<file path="src/rtl/irq_ctrl.sv">
// Priority interrupt controller: masks and prioritises level requests, presents one
// request plus cause code to the core, and acknowledges the serviced line on return.
module irq_ctrl #(
  parameter int          N_IRQ      = 16,
  parameter logic [31:0] CAUSE_BASE = 32'h8000_0010
) (
  input  logic             clk_i,
  input  logic             rst_i,
  input  logic [N_IRQ-1:0] irq_req_i,
  output logic [N_IRQ-1:0] irq_ret_o,
  output logic             core_irq_req_o,
  output logic [31:0]      core_irq_cause_o,
  input  logic             core_irq_ret_i,
  input  logic             req_i,
  input  logic             write_enable_i,
  input  logic [31:0]      addr_i,
  input  logic [31:0]      write_data_i,
  output logic [31:0]      read_data_o
);

  typedef enum logic [1:0] {
    IDLE = 2'd0,
    BUSY = 2'd1,
    ACK  = 2'd2
  } state_e;

  state_e           state_q, state_d;
  logic [N_IRQ-1:0] mask_q, mask_d;
  logic [N_IRQ-1:0] ret_q, ret_d;
  logic [3:0]       id_q, id_d;
  logic             core_req_q, core_req_d;
  logic [31:0]      cause_q, cause_d;
  logic [31:0]      rdata_q, rdata_d;

  logic [N_IRQ-1:0] pending_s;
  logic [3:0]       win_s;
  logic [31:0]      rd_mux_s;
  logic             bus_wr_s;
  logic             bus_rd_s;
  logic             unused_s;

  // Lowest set bit wins; scanning downwards leaves the lowest index last.
  function automatic logic [3:0] lowest_set(input logic [N_IRQ-1:0] vec);
    logic [3:0] idx;
    idx = 4'd0;
    for (int i = N_IRQ - 1; i >= 0; i--) begin
      idx = vec[i] ? 4'(i) : idx;
    end
    return idx;
  endfunction

  assign unused_s = ^write_data_i;

  // Bus decode, register window and pending/winner computation.
  always_comb begin
    pending_s = irq_req_i & mask_q;
    win_s     = lowest_set(pending_s);
    bus_wr_s  = req_i & write_enable_i;
    bus_rd_s  = req_i & ~write_enable_i;

    case (addr_i)
      32'h0000_0000: rd_mux_s = 32'(mask_q);
      32'h0000_0004: rd_mux_s = 32'(pending_s);
      32'h0000_0008: rd_mux_s = {(state_q != IDLE), 27'd0, id_q};
      default:       rd_mux_s = 32'd0;
    endcase

    if (bus_wr_s && (addr_i == 32'h0000_0000)) begin
      mask_d = write_data_i[N_IRQ-1:0];
    end else begin
      mask_d = mask_q;
    end

    if (bus_rd_s) begin
      rdata_d = rd_mux_s;
    end else begin
      rdata_d = rdata_q;
    end
  end

  // Arbitration FSM next-state; the request is held through BUSY regardless of inputs.
  always_comb begin
    state_d    = state_q;
    id_d       = id_q;
    core_req_d = core_req_q;
    cause_d    = cause_q;
    ret_d      = {N_IRQ{1'b0}};

    case (state_q)
      IDLE: begin
        if (|pending_s) begin
          id_d       = win_s;
          cause_d    = CAUSE_BASE + {28'd0, win_s};
          core_req_d = 1'b1;
          state_d    = BUSY;
        end else begin
          state_d = IDLE;
        end
      end
      BUSY: begin
        if (core_irq_ret_i) begin
          core_req_d = 1'b0;
          for (int i = 0; i < N_IRQ; i++) begin
            ret_d[i] = (id_q == 4'(i));
          end
          state_d = ACK;
        end else begin
          state_d = BUSY;
        end
      end
      ACK: begin
        core_req_d = 1'b0;
        state_d    = IDLE;
      end
      default: begin
        core_req_d = 1'b0;
        state_d    = IDLE;
      end
    endcase
  end

  // State and output registers.
  always_ff @(posedge clk_i or posedge rst_i) begin
    if (rst_i) begin
      state_q    <= IDLE;
      mask_q     <= {N_IRQ{1'b0}};
      ret_q      <= {N_IRQ{1'b0}};
      id_q       <= 4'd0;
      core_req_q <= 1'b0;
      cause_q    <= 32'd0;
      rdata_q    <= 32'd0;
    end else begin
      state_q    <= state_d;
      mask_q     <= mask_d;
      ret_q      <= ret_d;
      id_q       <= id_d;
      core_req_q <= core_req_d;
      cause_q    <= cause_d;
      rdata_q    <= rdata_d;
    end
  end

  assign irq_ret_o        = ret_q;
  assign core_irq_req_o   = core_req_q;
  assign core_irq_cause_o = cause_q;
  assign read_data_o      = rdata_q;

endmodule

</file>
<file path="config.mk">
export PLATFORM = sky130hd
export DESIGN_NAME = irq_ctrl
export DESIGN_NICKNAME = d
export VERILOG_FILES = /design/src/rtl/irq_ctrl.sv
export SDC_FILE = /design/constraint.sdc
export NUM_CORES = 1
export LEC_CHECK = 0
export BUFFER_PORTS_ARGS = -buffer_cell sky130_fd_sc_hd__buf_2
export CAP_MARGIN = 20
export CORE_UTILIZATION = 43
export CTS_CLUSTER_SIZE = 10
export DETAILED_ROUTE_END_ITERATION = 10
export PLACE_DENSITY_LB_ADDON = 0.3
export SYNTH_ARGS = -nofsm -noshare
export SYNTH_HDL_FRONTEND = slang
export SYNTH_SLANG_ARGS = --single-unit
</file>
<file path="constraint.sdc">
create_clock -name clk_i -period 1.8 [get_ports clk_i]
set_input_delay 0.09 -clock clk_i [delete_from_list [all_inputs] [get_ports clk_i]]
set_output_delay 0.09 -clock clk_i [all_outputs]
set_load 0.1 [all_outputs]
</file>
==> results_dict.tcl, run 1 <==
set metrics [dict create \
    synthTopCellsByArea "dfrtp_1, buf_4, mux2_2, o21ai_0, nand2_1" \
    yosysMostFrequentCell "dfrtp_1" \
    h-tree-depth 3 \
    grt.overflow.total 0 \
    wl_per_cell_um 13.5 \
    drtIter0Drc 79 \
    status "finished clean" \
    die_h_um 82.5 \
    fmax_ghz 0.612 \
    worstReg2RegStart "mask_q[8]$_DFFE_PP0P_" \
    synth_top_cell_by_area "dfrtp_1" \
    drt_wl_total_um 6570 \
    cap_viol_max_count 0 \
    synth_top_area_frac 0.512 \
    grt_use_total 0.212 \
    antennaDiodeCount 0 \
    min_from "write_data_i[6]" \
    cts_resized 0 \
    antenna_left 0 \
    grt_pass1_vias 2263 \
    pwr_density_cell_nw_per_um2 832 \
    cp_max_fo 16 \
    hpwl_um 4990 \
    synth-seq-cells 57 \
    cp.arrival_ns 1.84 \
    pin_count 166 \
    die_area_um2 6800 \
    yosysWarnings 0 \
    synthToLayoutAreaGrowth_pct 30.5 \
    yosys-top-cells-count "dfrtp_1, buf_4, nand2_1, o21ai_0, mux2_2" \
    firstDrtPassIters 5 \
    portBuffers 108 \
    critPathLaunchType "input pin" \
    synth-edff-count 0 \
    crit_chain "buf_2 -> or4_4 -> nor3_2 -> nand4_2 -> nor4_4 -> buf_12 -> mux2_2" \
    cts_setup_buffers 0 \
    p_leak_nw 1.95 \
    cp_slowest_stage_delay_ns 0.52 \
    irDropWorstVdd_uv 442 \
    postCtsHoldBufs 14 \
    stdcell_count 487 \
    drc_errors 0 \
    met2_usage 0.351 \
    clk_latency_ns 0.32 \
    dpl.cell_count 455 \
    timing.hold.ws_ns 0.0130 \
    max_slew.worst_pin.slew_ns 0.626 \
    met3_usage 0.0582 \
    worstSetupEndpointType "flop" \
    grt_pass1_wl_um 10600 \
    fin_area_um2 3630 \
    setup_viol 0 \
    netlist-cell-type-count 35 \
    synthFlopType "dfrtp_1" \
    cts-root-buf "clkbuf_8" \
    cts-buffers-inserted 9 \
    cts_tree "done" \
    placed_area_um2 3280 \
    cp_top_family "simple AND/OR/NAND/NOR gates" \
    ys_seq_area_frac 0.512 \
    min_to "mask_q[6]$_DFFE_PP0P_" \
    hold_depth 2 \
    crit_slowest_cell "or4_4" \
    max-slew-margin-rel 0.582 \
    avgSynthCellArea_um2 10.1 \
    skew_ns 0.00858 \
    antenna_found_initial 0 \
    final_util 0.596 \
    synthCells 275 \
    grt_max_degree 31 \
    viasPerCell 4.79 \
    drive_gt1_frac 0.364 \
    top_usage_layer "met2" \
    grt_use_met1 0.265 \
    hold_path.class "in2reg" \
    fin_crit_ns 1.63 \
    reg2reg_depth 6 \
    critPathKind "in2reg" \
    syn-cell-area_um2 2780 \
    worst_r2r_endpoint "id_q[1]$_DFFE_PP0P_" \
    coreArea_um2 6100 \
    r2r_slack_ns 0.31 \
    die_x_um 82.5 \
    slew_viol_final 0 \
    fin_crit_sh 0.907 \
    clockBufferDepth 2 \
    finalPower_mw 3.02 \
    hold_viol 0 \
    crit_buf_inv 2 \
    start_util 0.457 \
    critical_path_required_ns 2.01 \
    path_clk_slew_ns 0.07 \
    async_flop_share 1.00 \
    clkSinkCount 57 \
    layout.nets 492 \
    gp_congestion 0.780 \
    rsz0062_at_grt "false" \
    rows 28 \
    dr_total_vias 2334 \
]
[sequential cells by signal, summed over array words and instances, names as in the netlist]
| register | count |
|---|---|
| read_data_o | 17 |
| state_q | 2 |
| mask_q | 16 |
| core_irq_req_o | 1 |
| irq_ret_o | 16 |
| core_irq_cause_o | 2 |
| id_q | 3 |
[power by group]
part / leakage (nW) / switching, mW / internal, mW
registers: 0.796 / 0.000940 / 1.28
logic: 1.06 / 0.469 / 0.0873
clock network: 0.0953 / 0.510 / 0.672
[placed cells by master (no fill, tap or decap), types with 2 or more instances in the layout]
cell type      instances
clkbuf_8              10
nor3_1                 4
mux2_2                15
o21ai_1                2
nor2_1                14
a21boi_0               2
nand2_1               36
dlygate4sd3_1         16
nand3_1                5
conb_1                41
a22o_1                 3
buf_2                108
a21oi_1                4
nand2b_1               3
inv_1                 10
buf_4                  6
o221ai_1               4
a22oi_1                8
clkinv_2               2
o21ai_0               31
o31ai_1                2
nand4_1                2
nor4_1                 7
dfrtp_1               57
clkinvlp_4             2
[how the worst max path moves through the flow]
| stage | start | to | slack, ns | cells past startpoint |
|---|---|---|---|---|
| 2_1_floorplan | addr_i[5] | mask_q[1]$_DFFE_PP0P_ | -0.15 | 6 |
| 3_3_place_gp | addr_i[5] | mask_q[7]$_DFFE_PP0P_ | -0.14 | 7 |
| 3_5_place_dp | addr_i[5] | mask_q[8]$_DFFE_PP0P_ | -0.17 | 7 |
| 4_1_cts | addr_i[5] | mask_q[5]$_DFFE_PP0P_ | 0.18 | 7 |
| 5_1_grt | addr_i[5] | mask_q[2]$_DFFE_PP0P_ | 0.08 | 7 |
| 6_report | addr_i[5] | mask_q[12]$_DFFE_PP0P_ | 0.17 | 7 |
[logic make-up (layout without fill, tap and decap cells)]
group | Yosys count | after routing | share of synthesized area
DFF | 57 | 57 | 0.512
AOI/OAI and AO/OA | 62 | 62 | 0.140
buffers and inverters | 61 | 158 | 0.144
muxes | 16 | 16 | 0.0647
other | 1 | 41 | 0.00135
and+or+nand+nor | 78 | 78 | 0.137
[metal layers]
layer,up-vias,wire length (um)
met3,8,338
met1,1100,2940
met5,-,0
met2,80,3230
met4,0,62
li1,1146,-
[worst reg2reg max path: cells and delay by family, from the launching register on]
family	cells	cell delay, ns
compound gates	3	0.55
buf+inv	1	0.18
flops	1	0.42
simple gates	2	0.24
[area by class of cell]
type | instances | area, um2
fill | 569 | 2460
sequential | 57 | 1430
multi-input combinational | 197 | 1110
timing repair buffer | 131 | 766
clock buffer | 11 | 141
tap | 75 | 93.8
clock inverter | 5 | 55.1
inverter | 11 | 41.3
[per-stage QoR]
stage / setup slack (ns) / setup TNS (ns)
after global routing: 0.0817 / 0
after global placement: -0.142 / -3.04
final: 0.167 / 0
after floorplan: -0.146 / -1.45
after detailed placement: -0.168 / -3.78
after CTS: 0.177 / 0
No activity file was read; power rests on OpenSTA's default activity.
==> run 2: changes to the inputs <==
--- a/config.mk
+++ b/config.mk
@@ -11,6 +11,7 @@
 export CTS_CLUSTER_SIZE = 10
 export DETAILED_ROUTE_END_ITERATION = 10
 export PLACE_DENSITY_LB_ADDON = 0.3
+export REMOVE_ABC_BUFFERS = 1
 export SYNTH_ARGS = -nofsm -noshare
 export SYNTH_HDL_FRONTEND = slang
 export SYNTH_SLANG_ARGS = --single-unit
==> run 2 against run 1 <==
  * Sequential cell count unchanged
  * Via count up 2.9%
  * Combinational power about the same
  * Sequential power about the same
  * Clock-buffer cell count down 2
  * Highest routed layer unchanged
==> results_dict.tcl, run 2 (synthesis results as in run 1) <==
set metrics [dict create \
    status "finished clean" \
    rsz0062_at_grt "false" \
    largest_register_ffs 17 \
    sw_frac_of_total 0.300 \
    fin_ws_ns 0.152 \
    max_slew.worst_pin.slew_ns 0.673 \
    synthToLayoutAreaGrowth_pct 32.5 \
    drtIter0Drc 85 \
    hold_path.class "in2reg" \
    final_cell_mix "buf_2, dfrtp_1, conb_1" \
    clk_latency_ns 0.33 \
    gp_congestion 0.841 \
    crit_chain "buf_2 -> or4_1 -> nor3_2 -> nand4_2 -> nor4_4 -> buf_12 -> mux2_2" \
    critPathLaunchType "input pin" \
    setup_viol 0 \
    drc_errors 0 \
    cts-buffers-inserted 9 \
    critPathKind "in2reg" \
    final_common_cell "buf_2" \
    r2r_slack_ns 0.27 \
    fin_setup_tns_ns 0 \
    cts-root-buf "clkbuf_8" \
    die_h_um 82.5 \
    p_clk_frac 0.438 \
    slew_viol_final 0 \
    power_frac_seq 0.393 \
    fin_crit_sh 0.915 \
    grt_max_degree 35 \
    rows 28 \
    grt_pass1_vias 2116 \
    drive_gt1_frac 0.361 \
    grt_pass1_wl_um 9920 \
    h-tree-depth 3 \
    p_leak_nw 1.97 \
    worstSetupEndpointType "flop" \
    die_area_um2 6800 \
    clkSinkCount 57 \
    hpwl_um 4930 \
    crit_slowest_cell "or4_1" \
    layout.nets 493 \
    start_util 0.457 \
    firstDrtPassIters 4 \
    dr_total_vias 2402 \
    timing.hold.ws_ns 0.102 \
    grt_use_total 0.204 \
    cap_viol_max_count 0 \
    path_clk_slew_ns 0.07 \
    fin_crit_ns 1.65 \
    antenna_left 0 \
    antennaDiodeCount 0 \
    pwr_density_cell_nw_per_um2 886 \
    cts_setup_buffers 0 \
    die_x_um 82.5 \
    cp_top_family "simple AND/OR/NAND/NOR gates" \
    clockBufferDepth 2 \
    cp_max_fo 16 \
    critical_path_required_ns 2.01 \
    skew_ns 0.00670 \
    portBuffers 108 \
    irDropWorstVdd_uv 511 \
    max-slew-margin-rel 0.551 \
    cp_slowest_stage_delay_ns 0.53 \
    grt.overflow.total 0 \
    intPower_mw 2.29 \
    hold_viol 0 \
    crit_buf_inv 2 \
    p_sw_uw 981 \
    fmax_ghz 0.607 \
    p_comb_frac 0.169 \
    cp.arrival_ns 1.86 \
    coreArea_um2 6100 \
    antenna_found_initial 0 \
    dp_slack_ns -0.198 \
    drt_wl_total_um 6470 \
    viasPerCell 4.92 \
    cts_tree "done" \
    wl_per_cell_um 13.3 \
    pin_count 166 \
]
run 2: changes by cell type in the layout (fill, tap and decap cells not counted), sizes merged:
cell | previous run | this run
bufinv | 1 | 3
clkbuf | 11 | 9
dlygate4sd3 | 16 | 18
buf | 115 | 114
run 2: worst paths after layout:
kind,start,to,depth (start not counted)
setup / recovery,addr_i[5],mask_q[4]$_DFFE_PP0P_,7
hold / removal,irq_req_i[0],id_q[0]$_DFFE_PP0P_,3
setup reg to reg,mask_q[14]$_DFFE_PP0P_,id_q[1]$_DFFE_PP0P_,5
hold reg to reg,state_q[1]$_DFF_PP0_,core_irq_req_o$_DFFE_PP0P_,1
max in group asynchronous,rst_i,mask_q[3]$_DFFE_PP0P_,4
min in group asynchronous,rst_i,irq_ret_o[15]$_DFF_PP0_,3
run 2: worst min-delay path, stage by stage:
cell and delay (ns):
buf_2 0.11, a22o_1 0.14, o31ai_1 0.06
run 2: routing by layer:
metal  routed length [um]  GRT usage  part of all wire  up-vias
met5                    0          0                 0        -
met4                   98     0.0860             0.015        0
met3                  484     0.0495             0.075        8
met2                 3180      0.341              0.49      119
met1                 2700      0.249              0.42     1124
li1                     -          -                 -     1151
run 2: through the flow:
stage               instance area, um2  utilization  power [mW]  cells
CTS                               3690        0.605        3.30    488
detailed placement                3270        0.536        1.83    454
finish                            3690        0.605        3.27    488
floorplan                         2570            -        1.73    265
global placement                  3270        0.536        1.83    454
global route                      3690        0.605        3.39    488
run 2: power groups by stage:
| stage | Clock (mW) | Sequential [mW] | Combinational, mW |
|---|---|---|---|
| 5_1_grt | 1.52 | 1.28 | 0.583 |
| 4_1_cts | 1.46 | 1.28 | 0.554 |
| 3_3_place_gp | 0 | 1.31 | 0.522 |
| 6_report | 1.43 | 1.28 | 0.553 |
| 2_1_floorplan | 0 | 1.32 | 0.403 |
| 3_5_place_dp | 0 | 1.31 | 0.524 |
run 2: layout make-up:
class | instances | area (um2)
clock inverters | 7 | 119
repair buffers | 132 | 778
fillers | 532 | 2410
clock buffers | 9 | 124
well taps | 75 | 93.8
multi-input cells | 197 | 1110
flip-flops and latches | 57 | 1430
inverters | 11 | 41.3
run 2: what timing repair did:
action,4_1_cts,5_1_grt
gates resized for setup,0,0
hold buffers,18,0
hold endpoints to repair,50,0
==> run 3: changes to the inputs <==
--- a/config.mk
+++ b/config.mk
@@ -7,7 +7,7 @@
 export LEC_CHECK = 0
 export BUFFER_PORTS_ARGS = -buffer_cell sky130_fd_sc_hd__buf_2
 export CAP_MARGIN = 20
-export CORE_UTILIZATION = 43
+export CORE_UTILIZATION = 40
 export CTS_CLUSTER_SIZE = 10
 export DETAILED_ROUTE_END_ITERATION = 10
 export PLACE_DENSITY_LB_ADDON = 0.3
==> run 3 against run 2 <==
  * Die area increased by 7.3%
  * Sequential cell count unchanged
  * Sequential share of layout area about the same
  * Routed wire length increased by 3.7%
  * Global-route usage decreased by 1.5 points
  * Clock-buffer cell count unchanged
  * Largest power group unchanged
  * Register-to-register slack about the same
  * Worst hold slack got worse by 0.025 ns
  * Clock power decreased by 6%
  * Critical path type unchanged
  * Clock skew increased by 0.0016 ns
  * Cell count increased by 1.0%
==> results_dict.tcl, run 3 (synthesis results as in run 1) <==
set metrics [dict create \
    status "finished clean" \
    multi_input_area_um2 1110 \
    drive_gt1_frac 0.361 \
    max_slew.worst_pin.slew_ns 0.533 \
    h-tree-depth 3 \
    p_leak_nw 1.96 \
    clkSinkCount 57 \
    top_layer "met4" \
    max-slew-margin-rel 0.644 \
    rsz0062_at_grt "false" \
    gp_congestion 0.853 \
    hpwl_um 4970 \
    r2r_slack_ns 0.26 \
    cp.arrival_ns 1.88 \
    cts_tree "done" \
    largest_register_ffs 17 \
    clk_latency_ns 0.34 \
    skew_ns 0.00827 \
    clockBufferDepth 2 \
    placed_area_um2 3280 \
    antenna_left 0 \
    layout.nets 493 \
    fin_crit_sh 0.921 \
    drc_errors 0 \
    die_area_um2 7300 \
    grt_max_degree 36 \
    slew_viol_final 0 \
    seq_area_um2 1430 \
    rows 30 \
    min_from "irq_req_i[12]" \
    worst_r2r_endpoint "id_q[1]$_DFFE_PP0P_" \
    grt.overflow.total 0 \
    cts-buffers-inserted 9 \
    fmax_ghz 0.603 \
    finalPower_mw 3.19 \
    postCtsHoldBufs 18 \
    setup_viol 0 \
    cts_resized 0 \
    grt_pass1_vias 2184 \
    irDropWorstVdd_uv 440 \
    antenna_found_initial 0 \
    hold_viol 0 \
    min_to "read_data_o[12]$_DFFE_PP0P_" \
    fin_setup_tns_ns 0 \
    critPathKind "in2reg" \
    met2RoutedLength_um 3250 \
    dpl.cell_count 459 \
    drtIter0Drc 74 \
    start_util 0.412 \
    final_common_cell "buf_2" \
    pwr_density_cell_nw_per_um2 866 \
    path_clk_slew_ns 0.07 \
    hold_depth 3 \
    wl_per_cell_um 13.6 \
    viasPerCell 4.87 \
    cts_setup_buffers 0 \
    critPathLaunchType "input pin" \
    critical_path_required_ns 2.02 \
    cp_max_fo 16 \
    nFillCells 612 \
    pin_count 166 \
    portBuffers 108 \
    fin_area_um2 3690 \
    hold_path.class "in2reg" \
    firstDrtPassIters 5 \
    worstReg2RegStart "mask_q[15]$_DFFE_PP0P_" \
    fin_crit_ns 1.66 \
    die_x_um 85.4 \
    reg2reg_depth 5 \
    final_cell_mix "buf_2, dfrtp_1, conb_1" \
    grt_pass1_wl_um 10400 \
    antennaDiodeCount 0 \
    worstSetupEndpointType "flop" \
    dr_total_vias 2403 \
    drt_wl_total_um 6700 \
    coreArea_um2 6760 \
    wl_met1_um 2850 \
    cts-root-buf "clkbuf_8" \
    grt_use_total 0.189 \
    cap_viol_max_count 0 \
    synthToLayoutAreaGrowth_pct 32.5 \
    stdcell_count 493 \
    wl_met3_um 496 \
    die_h_um 85.4 \
]
[run 3: power by group]
| group | internal [mW] | switching (mW) | total, mW |
|---|---|---|---|
| Combinational | 0.0898 | 0.469 | 0.559 |
| Sequential | 1.28 | 0.000830 | 1.28 |
| Clock | 0.790 | 0.562 | 1.35 |
[run 3: final cells by class]
cell class / count / share of cell area
flip-flops and latches: 57 / 0.387
multi-input cells: 197 / 0.300
clock inverters: 7 / 0.0275
clock buffers: 9 / 0.0336
inverters: 11 / 0.0112
well taps: 80 / 0.0271
repair buffers: 132 / 0.214
[run 3: worst max-delay path: stages]
cell and delay, ns:
buf_2 0.09, or4_1 0.53, nor3_2 0.14, nand4_2 0.17, nor4_4 0.32, buf_12 0.20
mux2_2 0.34
[run 3: worst max-delay path by stage]
stage	startpoint	endpoint	slack (ns)	cells past startpoint
floorplan	addr_i[5]	mask_q[10]$_DFFE_PP0P_	-0.29	5
global placement	addr_i[5]	mask_q[10]$_DFFE_PP0P_	-0.19	7
detailed placement	addr_i[5]	mask_q[15]$_DFFE_PP0P_	-0.23	7
CTS	addr_i[5]	mask_q[15]$_DFFE_PP0P_	0.13	7
global route	addr_i[5]	mask_q[1]$_DFFE_PP0P_	0.06	7
finish	addr_i[5]	mask_q[14]$_DFFE_PP0P_	0.14	7
[run 3: layer usage]
metal | GRT usage | vias to the layer above
li1 | - | 1156
met1 | 0.229 | 1115
met2 | 0.308 | 122
met3 | 0.0623 | 10
met4 | 0.0788 | 0
met5 | 0 | -
[run 3: through the flow]
stage / setup slack, ns / hold slack, ns / util
after floorplan: -0.291 / 0.196 / -
after global placement: -0.186 / 0.159 / 0.486
after detailed placement: -0.229 / 0.163 / 0.486
after CTS: 0.132 / 0.0716 / 0.546
after global routing: 0.0582 / 0.0805 / 0.546
final: 0.142 / 0.0768 / 0.546
